## src/rtl/stage3_fetch_pkg.sv

```systemverilog
// Shared types for the stage-3 prefetching fetch unit.
package stage3_fetch_pkg;

  localparam logic [31:0] RESET_PC_DEFAULT = 32'h8000_0000;

  typedef struct packed {
    logic [31:0] instr;
    logic [31:0] pc;
    logic [31:0] pc4;
    logic        pred;
    logic        fault;
    logic        mal;
    logic [31:0] badaddr;
  } fetch_entry_t;

  typedef struct packed {
    logic [31:0] pc;
    logic        pred;
  } inflight_meta_t;

endpackage

```

## src/rtl/fetch_sync_fifo.sv

```systemverilog
// Synchronous FIFO with flush; simultaneous push and pop is legal even when full.
module fetch_sync_fifo #(
  parameter int unsigned WIDTH = 32,
  parameter int unsigned DEPTH = 4
) (
  input  logic                       clk,
  input  logic                       rst,
  input  logic                       flush,
  input  logic                       push,
  input  logic [WIDTH-1:0]           push_data,
  input  logic                       pop,
  output logic [WIDTH-1:0]           pop_data,
  output logic                       full,
  output logic                       empty,
  output logic [$clog2(DEPTH+1)-1:0] count
);

  localparam int unsigned AW = (DEPTH > 1) ? $clog2(DEPTH) : 1;
  localparam int unsigned CW = $clog2(DEPTH + 1);

  logic [WIDTH-1:0] mem [DEPTH];
  logic [AW-1:0]    wr_ptr, rd_ptr;
  logic             do_push, do_pop;

  function automatic logic [AW-1:0] ptr_next(input logic [AW-1:0] p);
    return (p == AW'(DEPTH - 1)) ? '0 : p + AW'(1);
  endfunction

  always_comb begin
    full     = (count == CW'(DEPTH));
    empty    = (count == '0);
    do_pop   = pop && !empty;
    do_push  = push && (!full || do_pop);
    pop_data = mem[rd_ptr];
  end

  always_ff @(posedge clk) begin
    if (rst || flush) begin
      wr_ptr <= '0;
      rd_ptr <= '0;
      count  <= '0;
    end else begin
      if (do_push) wr_ptr <= ptr_next(wr_ptr);
      if (do_pop)  rd_ptr <= ptr_next(rd_ptr);
      if (do_push && !do_pop)      count <= count + CW'(1);
      else if (!do_push && do_pop) count <= count - CW'(1);
    end
  end

  always_ff @(posedge clk) begin
    if (do_push) mem[wr_ptr] <= push_data;
  end

endmodule

```

## src/rtl/stage3_prefetch_fetch_unit.sv

```systemverilog
// Decoupled fetch front end: pipelined instruction-bus master feeding an
// instruction queue, with a drain counter that discards responses owed at redirect.
module stage3_prefetch_fetch_unit
  import stage3_fetch_pkg::*;
#(
  parameter logic [31:0] RESET_PC        = RESET_PC_DEFAULT,
  parameter int unsigned FETCH_Q_DEPTH   = 4,
  parameter int unsigned MAX_OUTSTANDING = 2
) (
  input  logic        CLK,
  input  logic        RST,
  input  logic        redirect,
  input  logic [31:0] redirect_pc,
  output logic        imem_req,
  output logic [31:0] imem_addr,
  input  logic        imem_gnt,
  input  logic        imem_rvalid,
  input  logic [31:0] imem_rdata,
  input  logic        imem_error,
  output logic [31:0] pred_pc,
  input  logic        pred_taken,
  input  logic [31:0] pred_target,
  output logic        out_valid,
  input  logic        out_ready,
  output logic [31:0] out_instr,
  output logic [31:0] out_pc,
  output logic [31:0] out_pc4,
  output logic        out_pred,
  output logic        out_fault,
  output logic        out_mal,
  output logic [31:0] out_badaddr
);

  localparam int unsigned QCW = $clog2(FETCH_Q_DEPTH + 1);
  localparam int unsigned OCW = $clog2(MAX_OUTSTANDING + 1);

  logic [31:0]    fetch_pc;
  logic           halted;
  logic [OCW-1:0] outstanding, drop_cnt;
  logic [QCW-1:0] q_count;
  logic           q_full, q_empty, meta_full, meta_empty;
  logic           issue, misaligned, grant, mal_push, resp_keep, q_push, q_pop;
  fetch_entry_t   q_wdata, q_head, head_vis;
  inflight_meta_t meta_wdata, meta_head;

  always_comb begin
    issue      = !RST && !redirect && !halted && !meta_full &&
                 ((32'(outstanding) + 32'(q_count)) < FETCH_Q_DEPTH);
    misaligned = (fetch_pc[1:0] != 2'b00);
    imem_req   = issue && !misaligned;
    imem_addr  = fetch_pc;
    pred_pc    = fetch_pc;
    grant      = imem_req && imem_gnt;
    // Misaligned entry waits for older responses so program order is kept
    // and the queue only ever sees one write per cycle.
    mal_push   = issue && misaligned && (outstanding == '0);
    resp_keep  = imem_rvalid && (drop_cnt == '0);
    q_push     = !redirect && (resp_keep || mal_push);
    q_pop      = !q_empty && out_ready;

    meta_wdata      = '0;
    meta_wdata.pc   = fetch_pc;
    meta_wdata.pred = pred_taken;

    q_wdata = '0;
    if (mal_push) begin
      q_wdata.pc      = fetch_pc;
      q_wdata.pc4     = fetch_pc + 32'd4;
      q_wdata.mal     = 1'b1;
      q_wdata.badaddr = fetch_pc;
    end else begin
      q_wdata.instr   = imem_error ? '0 : imem_rdata;
      q_wdata.pc      = meta_head.pc;
      q_wdata.pc4     = meta_head.pc + 32'd4;
      q_wdata.pred    = meta_head.pred;
      q_wdata.fault   = imem_error;
      q_wdata.badaddr = meta_head.pc;
    end

    head_vis    = q_empty ? '0 : q_head;
    out_valid   = !q_empty;
    out_instr   = head_vis.instr;
    out_pc      = head_vis.pc;
    out_pc4     = head_vis.pc4;
    out_pred    = head_vis.pred;
    out_fault   = head_vis.fault;
    out_mal     = head_vis.mal;
    out_badaddr = head_vis.badaddr;
  end

  always_ff @(posedge CLK) begin
    if (RST) begin
      fetch_pc <= RESET_PC;
      halted   <= 1'b0;
      drop_cnt <= '0;
    end else if (redirect) begin
      fetch_pc <= redirect_pc;
      halted   <= 1'b0;
      // Every response still owed after this cycle is stale.
      drop_cnt <= outstanding - OCW'(imem_rvalid);
    end else begin
      if (grant) fetch_pc <= pred_taken ? pred_target : fetch_pc + 32'd4;
      if (imem_rvalid && (drop_cnt != '0)) drop_cnt <= drop_cnt - OCW'(1);
      if (mal_push || (resp_keep && imem_error)) halted <= 1'b1;
    end
  end

  always_ff @(posedge CLK) begin
    if (!RST) begin
      assert (!(imem_rvalid && meta_empty));
      assert (!(q_push && q_full && !q_pop));
    end
  end

  fetch_sync_fifo #(
    .WIDTH ($bits(inflight_meta_t)),
    .DEPTH (MAX_OUTSTANDING)
  ) u_meta_q (
    .clk       (CLK),
    .rst       (RST),
    .flush     (1'b0),
    .push      (grant),
    .push_data (meta_wdata),
    .pop       (imem_rvalid),
    .pop_data  (meta_head),
    .full      (meta_full),
    .empty     (meta_empty),
    .count     (outstanding)
  );

  fetch_sync_fifo #(
    .WIDTH ($bits(fetch_entry_t)),
    .DEPTH (FETCH_Q_DEPTH)
  ) u_instr_q (
    .clk       (CLK),
    .rst       (RST),
    .flush     (redirect),
    .push      (q_push),
    .push_data (q_wdata),
    .pop       (q_pop),
    .pop_data  (q_head),
    .full      (q_full),
    .empty     (q_empty),
    .count     (q_count)
  );

endmodule
```

## config.mk

```make
export PLATFORM = sky130hd
export DESIGN_NAME = stage3_prefetch_fetch_unit
export DESIGN_NICKNAME = d
export VERILOG_FILES = /design/src/rtl/stage3_fetch_pkg.sv /design/src/rtl/fetch_sync_fifo.sv /design/src/rtl/stage3_prefetch_fetch_unit.sv
export SDC_FILE = /design/constraint.sdc
export NUM_CORES = 1
export LEC_CHECK = 0
export CAP_MARGIN = 5
export CORE_MARGIN = 1
export CORE_UTILIZATION = 57
export CTS_BUF_LIST = sky130_fd_sc_hd__clkbuf_4 sky130_fd_sc_hd__clkbuf_8
export DETAILED_ROUTE_END_ITERATION = 10
export PLACE_DENSITY_LB_ADDON = 0.2
export SLEW_MARGIN = 30
export SYNTH_ARGS = -nofsm -noshare
export SYNTH_HDL_FRONTEND = slang
export SYNTH_SLANG_ARGS = --single-unit
```

## constraint.sdc

```tcl
create_clock -name CLK -period 6.7 [get_ports CLK]
set_input_delay 2.01 -clock CLK [delete_from_list [all_inputs] [get_ports CLK]]
set_output_delay 2.01 -clock CLK [all_outputs]
set_load 0.02 [all_outputs]
```

==> results of run 1 <==
## power groups by stage
stage | Combinational (W) | Sequential, W | Clock, W
6_report | 0.00163 | 0.00383 | 0.00245
5_1_grt | 0.00174 | 0.00384 | 0.00263
4_1_cts | 0.00162 | 0.00383 | 0.00250
3_5_place_dp | 0.00162 | 0.00389 | 0
3_3_place_gp | 0.00158 | 0.00389 | 0
2_1_floorplan | 0.00104 | 0.00384 | 0
## sequential cells by signal (all words and copies together), names as in the netlist, 2 cells and up, named ones only
signal	cells
drop_cnt	2
imem_addr	32
u_instr_q.count	3
u_instr_q.mem	388
u_instr_q.rd_ptr	2
u_instr_q.wr_ptr	2
u_meta_q.count	2
u_meta_q.mem	66
## stage by stage
step | cell area (um^2) | total power (W) | setup WS, ps | hold WS [ps] | instances
after floorplan | 22500 | 0.00487 | 911 | 454 | 1531
after global placement | 25600 | 0.00547 | 1170 | 464 | 2221
after detailed placement | 25600 | 0.00551 | 1170 | 465 | 2223
after CTS | 27100 | 0.00795 | 1150 | 480 | 2362
after global routing | 27200 | 0.00821 | 1070 | 528 | 2363
final | 27200 | 0.00791 | 1150 | 495 | 2363
## worst min-delay path: cells and delay by family (launching register included)
| family | cells | cell delay (ps) |
|---|---|---|
| compound gates | 1 | 70 |
| simple gates | 1 | 50 |
| flops | 1 | 320 |
## layout make-up
class,instances,area [um^2]
flip-flops and latches,503,14600
fillers,2584,11700
multi-input cells,839,6930
repair buffers,335,3360
clock buffers,114,1380
well taps,518,648
clock inverters,25,111
inverters,29,109
## logic make-up after synthesis
kind of cell | Yosys count | share of synthesized area (%)
fa+ha+maj | 13 | 0.756
xor+xnor | 42 | 1.63
compound gates | 219 | 6.28
buf+inv | 189 | 4.43
simple gates | 419 | 10.0
mux | 146 | 11.9
flops | 503 | 64.9
## layer usage
layer	share of wire (%)	GRT usage, %	wire length (um)	vias to the layer above
li1	-	-	-	6356
met1	41	38.0	22300	7060
met2	47	40.8	25200	779
met3	8.8	5.08	4750	104
met4	3.1	10.8	1680	0
met5	0	0	0	-
## cell usage in the layout (no fill, tap or decap), types with 29 or more instances in the layout
master / n
edfxtp_1: 454
clkdlybuf4s50_1: 300
and2_1: 134
mux4_2: 97
nor2_1: 85
clkbuf_8: 84
a21oi_1: 72
nand2_1: 67
o21ai_0: 46
dfxtp_1: 46
mux2i_1: 42
clkbuf_4: 30
buf_4: 29
## worst max-delay path by stage
stage | start | end | slack (ps)
floorplan | RST | u_instr_q.mem[1][100]$_DFFE_PP_ | 910
global placement | redirect | imem_req | 1170
detailed placement | redirect | imem_req | 1170
CTS | redirect | imem_req | 1150
global route | redirect | imem_req | 1070
finish | redirect | imem_req | 1150
==> impl_metrics.toml, run 1 <==
[status]
outcome = "completed"

[power_and_ir_drop]
power.share.sequential_pct = 48.4
p_comb_share_pct = 20.6
peakVddDrop_mv = 0.167
power.density_nw_per_um2 = 291
netSwitchingFraction_pct = 27.6
internal_power_w = 0.00573
power.share.clock_pct = 31.0
power.switching_w = 0.00218
leakagePower_nw = 8.88

[synthesis]
async_flop_share_pct = 0
yosys.cell_types.count = 68
yosys.area.top_type_share_pct = 60.6
ys.flop_type = "edfxtp_1"
synth_edf_count = 454
yosysWarnings = 0
ys_ff_latch = 503
synthCells = 1531
synth_area_leaders = "edfxtp_1 (61%), mux4_2 (9.7%), dfxtp_1 (4.4%), and2_1 (3.8%), buf_4 (2.3%)"
synth_top_area_cell = "edfxtp_1"
avgSynthCellArea_um2 = 14.7
ys_top_cells_by_count = "edfxtp_1 (454), and2_1 (138), mux4_2 (97)"
synth_area_um2 = 22500
syn-num-nets = 1648
yosysSeqAreaShare_pct = 64.9
synth_most_common_cell = "edfxtp_1"

[layout]
areaGrowthSynthToFinish_pct = 20.7
nets = 1904
drive_gt1_share_pct = 15.4
utilization_pct = 69.9
num_antenna_cells = 0

[global_route]
grt_overflow = 0
grt_antenna_before_repair = 0
grt_max_degree = 101
grt_use_total_pct = 26.6
grt_pass1_wl_um = 81200
grt_pass1_vias = 14000

[timing]
fin_skew_ps = 23.4
drv_slew = 0
fin_crit_sh_pct = 82.9
rsz0062_at_grt = "false"
hold_viol = 0
max_slew_margin_pct = 42.9
tightestPinTransition_ps = 856
tns_ps = 0
setup_violations = 0
layout_min_cycle_time_ps = 5550
max_freq_mhz = 180

[drt]
antenna_left = 0
wl_per_cell_um = 22.8
drc = 0
wirelength_um = 53900
viasPerCell = 6.05
drtIter0Drc = 1213
dr.pass1.iters = 6
vias = 14300

[clock_network]
insertion_delay_ps = 610
cts-htree-levels = 3
postCtsSetupBuffers = 0
cts_buffers = 79
path_clk_slew_ps = 60
ctsResizeCount = 0
tritoncts = "yes"
holdBufCountCts = 0
cts.sinks = 503
clockRootBuffer = "clkbuf_8"
cts_max_path_buffers = 3

[hold_path]
hp-start = "u_instr_q.rd_ptr[1]$_SDFFE_PP0P_"
hold_class = "reg2reg"
min_delay_path_depth = 2

[floorplanning]
chipHeight_um = 201
core.rowCount = 72
die_area_um2 = 40300
initial_utilization_pct = 58.0
boundaryPins = 301
fp.dieW_um = 201
core-area_um2 = 38800

[critical_path]
cp_slowest_cell = "clkdlybuf4s50_1"
start_kind = "input pin"
required_ps = 4690
cp.depth = 5
worst_path_dominant_cell_family = "buffers and inverters"
rrSetupSlack_ps = 2860
crit_buf_inv = 2
worst_ep_arrival_time_ps = 3540
worstSetupEndpointType = "output port"
critPathMaxStageDelay_ps = 620
critPathMaxFanout = 4
cp_cell_sequence = "clkdlybuf4s50_1 > nor2_1 > nand2_1 > nor2_1 > clkdlybuf4s50_1"
worstReg2RegEnd = "u_instr_q.mem[0][62]$_DFFE_PP_"
critPathKind = "in2out"
reg2regPathDepth = 6

[place]
hpwl_um = 34900
routabilityCongestion = 0.874
io_buffers = 300

[job]
maxCapViolations = 0
Note: power is estimated with default switching activity, not from simulation.
==> inputs of run 2 (changes only) <==
--- a/config.mk
+++ b/config.mk
@@ -7,7 +7,7 @@
 export LEC_CHECK = 0
 export CAP_MARGIN = 5
 export CORE_MARGIN = 1
-export CORE_UTILIZATION = 57
+export CORE_UTILIZATION = 52
 export CTS_BUF_LIST = sky130_fd_sc_hd__clkbuf_4 sky130_fd_sc_hd__clkbuf_8
 export DETAILED_ROUTE_END_ITERATION = 10
 export PLACE_DENSITY_LB_ADDON = 0.2
==> constraint.sdc (replaced) <==
create_clock -name CLK -period 4.7 [get_ports CLK]
set_input_delay 1.41 -clock CLK [delete_from_list [all_inputs] [get_ports CLK]]
set_output_delay 1.41 -clock CLK [all_outputs]
set_load 0.02 [all_outputs]
==> impl_metrics.toml, run 2 (synthesized netlist as in run 1, its figures left out) <==
[drt]
vias = 14200
viasPerCell = 5.85
drc = 0
wirelength_um = 55000
wl_per_cell_um = 22.6
antenna_left = 0
dr.pass1.iters = 5
drtIter0Drc = 1357

[hold_path]
hold_class = "reg2reg"
min_delay_path_depth = 2

[place]
hpwl_um = 36000
io_buffers = 300
place_ws_ps = 354
routabilityCongestion = 0.876

[power_and_ir_drop]
peakVddDrop_mv = 0.209
power_w = 0.0114
leakagePower_nw = 8.96
power.density_nw_per_um2 = 415

[status]
outcome = "completed"

[job]
maxCapViolations = 0

[floorplanning]
core.rowCount = 75
chipHeight_um = 210
fp.dieW_um = 210
core-area_um2 = 42300
die_area_um2 = 44100
boundaryPins = 301
initial_utilization_pct = 53.2

[clock_network]
path_clk_slew_ps = 60
ctsResizeCount = 0
postCtsSetupBuffers = 0
cts-htree-levels = 3
insertion_delay_ps = 630
holdBufCountCts = 0
cts_max_path_buffers = 3
cts.sinks = 503
tritoncts = "yes"
clockRootBuffer = "clkbuf_8"
cts_buffers = 79

[global_route]
grt_antenna_before_repair = 2
grt_overflow = 0
grt_pass1_wl_um = 83500
grt_max_degree = 63
grt_pass1_vias = 14200
grt_use_total_pct = 25.1

[timing]
tightestPinTransition_ps = 832
drv_slew = 0
max_slew_margin_pct = 44.4
max_freq_mhz = 230
hold_viol = 0
fin_skew_ps = 24.6
fin_crit_sh_pct = 92.6
setup_violations = 0
layout_setup_ws_ps = 347
tns_ps = 0
layout_min_cycle_time_ps = 4350
holdWs_ps = 486
rsz0062_at_grt = "false"

[critical_path]
critPathKind = "in2out"
worstSetupEndpointType = "output port"
worst_ep_arrival_time_ps = 2940
reg2regPathDepth = 5
required_ps = 3290
critPathMaxFanout = 4
start_kind = "input pin"

[layout]
utilization_pct = 64.8
final_common_cell = "edfxtp_1"
nets = 1910
drive_gt1_share_pct = 16.0
largest_reg_flops = 388
fillCellCount = 3104
regMostFlops = "u_instr_q.mem"
areaGrowthSynthToFinish_pct = 21.8
num_antenna_cells = 0
layout_common_cells = "edfxtp_1 (454), clkdlybuf4s50_1 (300), and2_1 (134)"
## run 2: cell count changes in the layout (fill, tap and decap cells not counted), moves of 2 or more
| cell | delta |
|---|---|
| buf_12 | +9 |
| clkinv_2 | +7 |
| clkinv_1 | -5 |
| clkbuf_8 | +4 |
| buf_4 | -2 |
| clkbuf_4 | -2 |
## run 2: power breakdown
part           internal, W  total (W)  switching [W]
registers          0.00527    0.00544       0.000171
logic              0.00103    0.00237        0.00134
clock network      0.00194    0.00358        0.00164
total              0.00824     0.0114        0.00315
## run 2: critical path, cell delays in order
cell             delay, ps
clkdlybuf4s50_1        460
nor2_1                 270
nand2_1                 80
nor2_1                 110
clkdlybuf4s50_1        610
## run 2: metrics by stage
stage / instance area, um^2 / cells
after floorplan: 22500 / 1531
after global placement: 25800 / 2288
after detailed placement: 25900 / 2289
after CTS: 27400 / 2432
after global routing: 27400 / 2432
final: 27400 / 2432
## run 2: layer usage
layer | part of all wire (%) | wire, um | vias up | global-route usage [%]
met5 | 0.042 | 23 | - | 0
met4 | 2.1 | 1140 | 4 | 8.31
li1 | - | - | 6349 | -
met1 | 43 | 23800 | 7127 | 36.0
met3 | 8.2 | 4510 | 92 | 4.99
met2 | 46 | 25500 | 644 | 38.8
## run 2: cell type report
type	count	area (um^2)	area share, %
clock buffer	116	1420	5.18
timing repair buffer	341	3490	12.7
multi-input combinational	839	6920	25.2
clock inverter	27	126	0.461
inverter	29	109	0.397
sequential	503	14600	53.3
tap	577	722	2.63
## run 2: final timing paths
| kind | start | end | slack, ps |
|---|---|---|---|
| min | u_instr_q.rd_ptr[1]$_SDFFE_PP0P_ | flop | 490 |
| min reg2reg | u_instr_q.rd_ptr[1]$_SDFFE_PP0P_ | flop | 490 |
| max | RST | imem_req | 350 |
| max reg2reg | imem_addr[10]$_SDFFE_PP0P_ | u_instr_q.mem[2][61]$_DFFE_PP_ | 1180 |
==> inputs of run 3 (changes only) <==
--- a/config.mk
+++ b/config.mk
@@ -6,7 +6,6 @@
 export NUM_CORES = 1
 export LEC_CHECK = 0
 export CAP_MARGIN = 5
-export CORE_MARGIN = 1
 export CORE_UTILIZATION = 52
 export CTS_BUF_LIST = sky130_fd_sc_hd__clkbuf_4 sky130_fd_sc_hd__clkbuf_8
 export DETAILED_ROUTE_END_ITERATION = 10
==> results of run 3 <==
Final layout, timing and power as in run 2 (identical DEF).
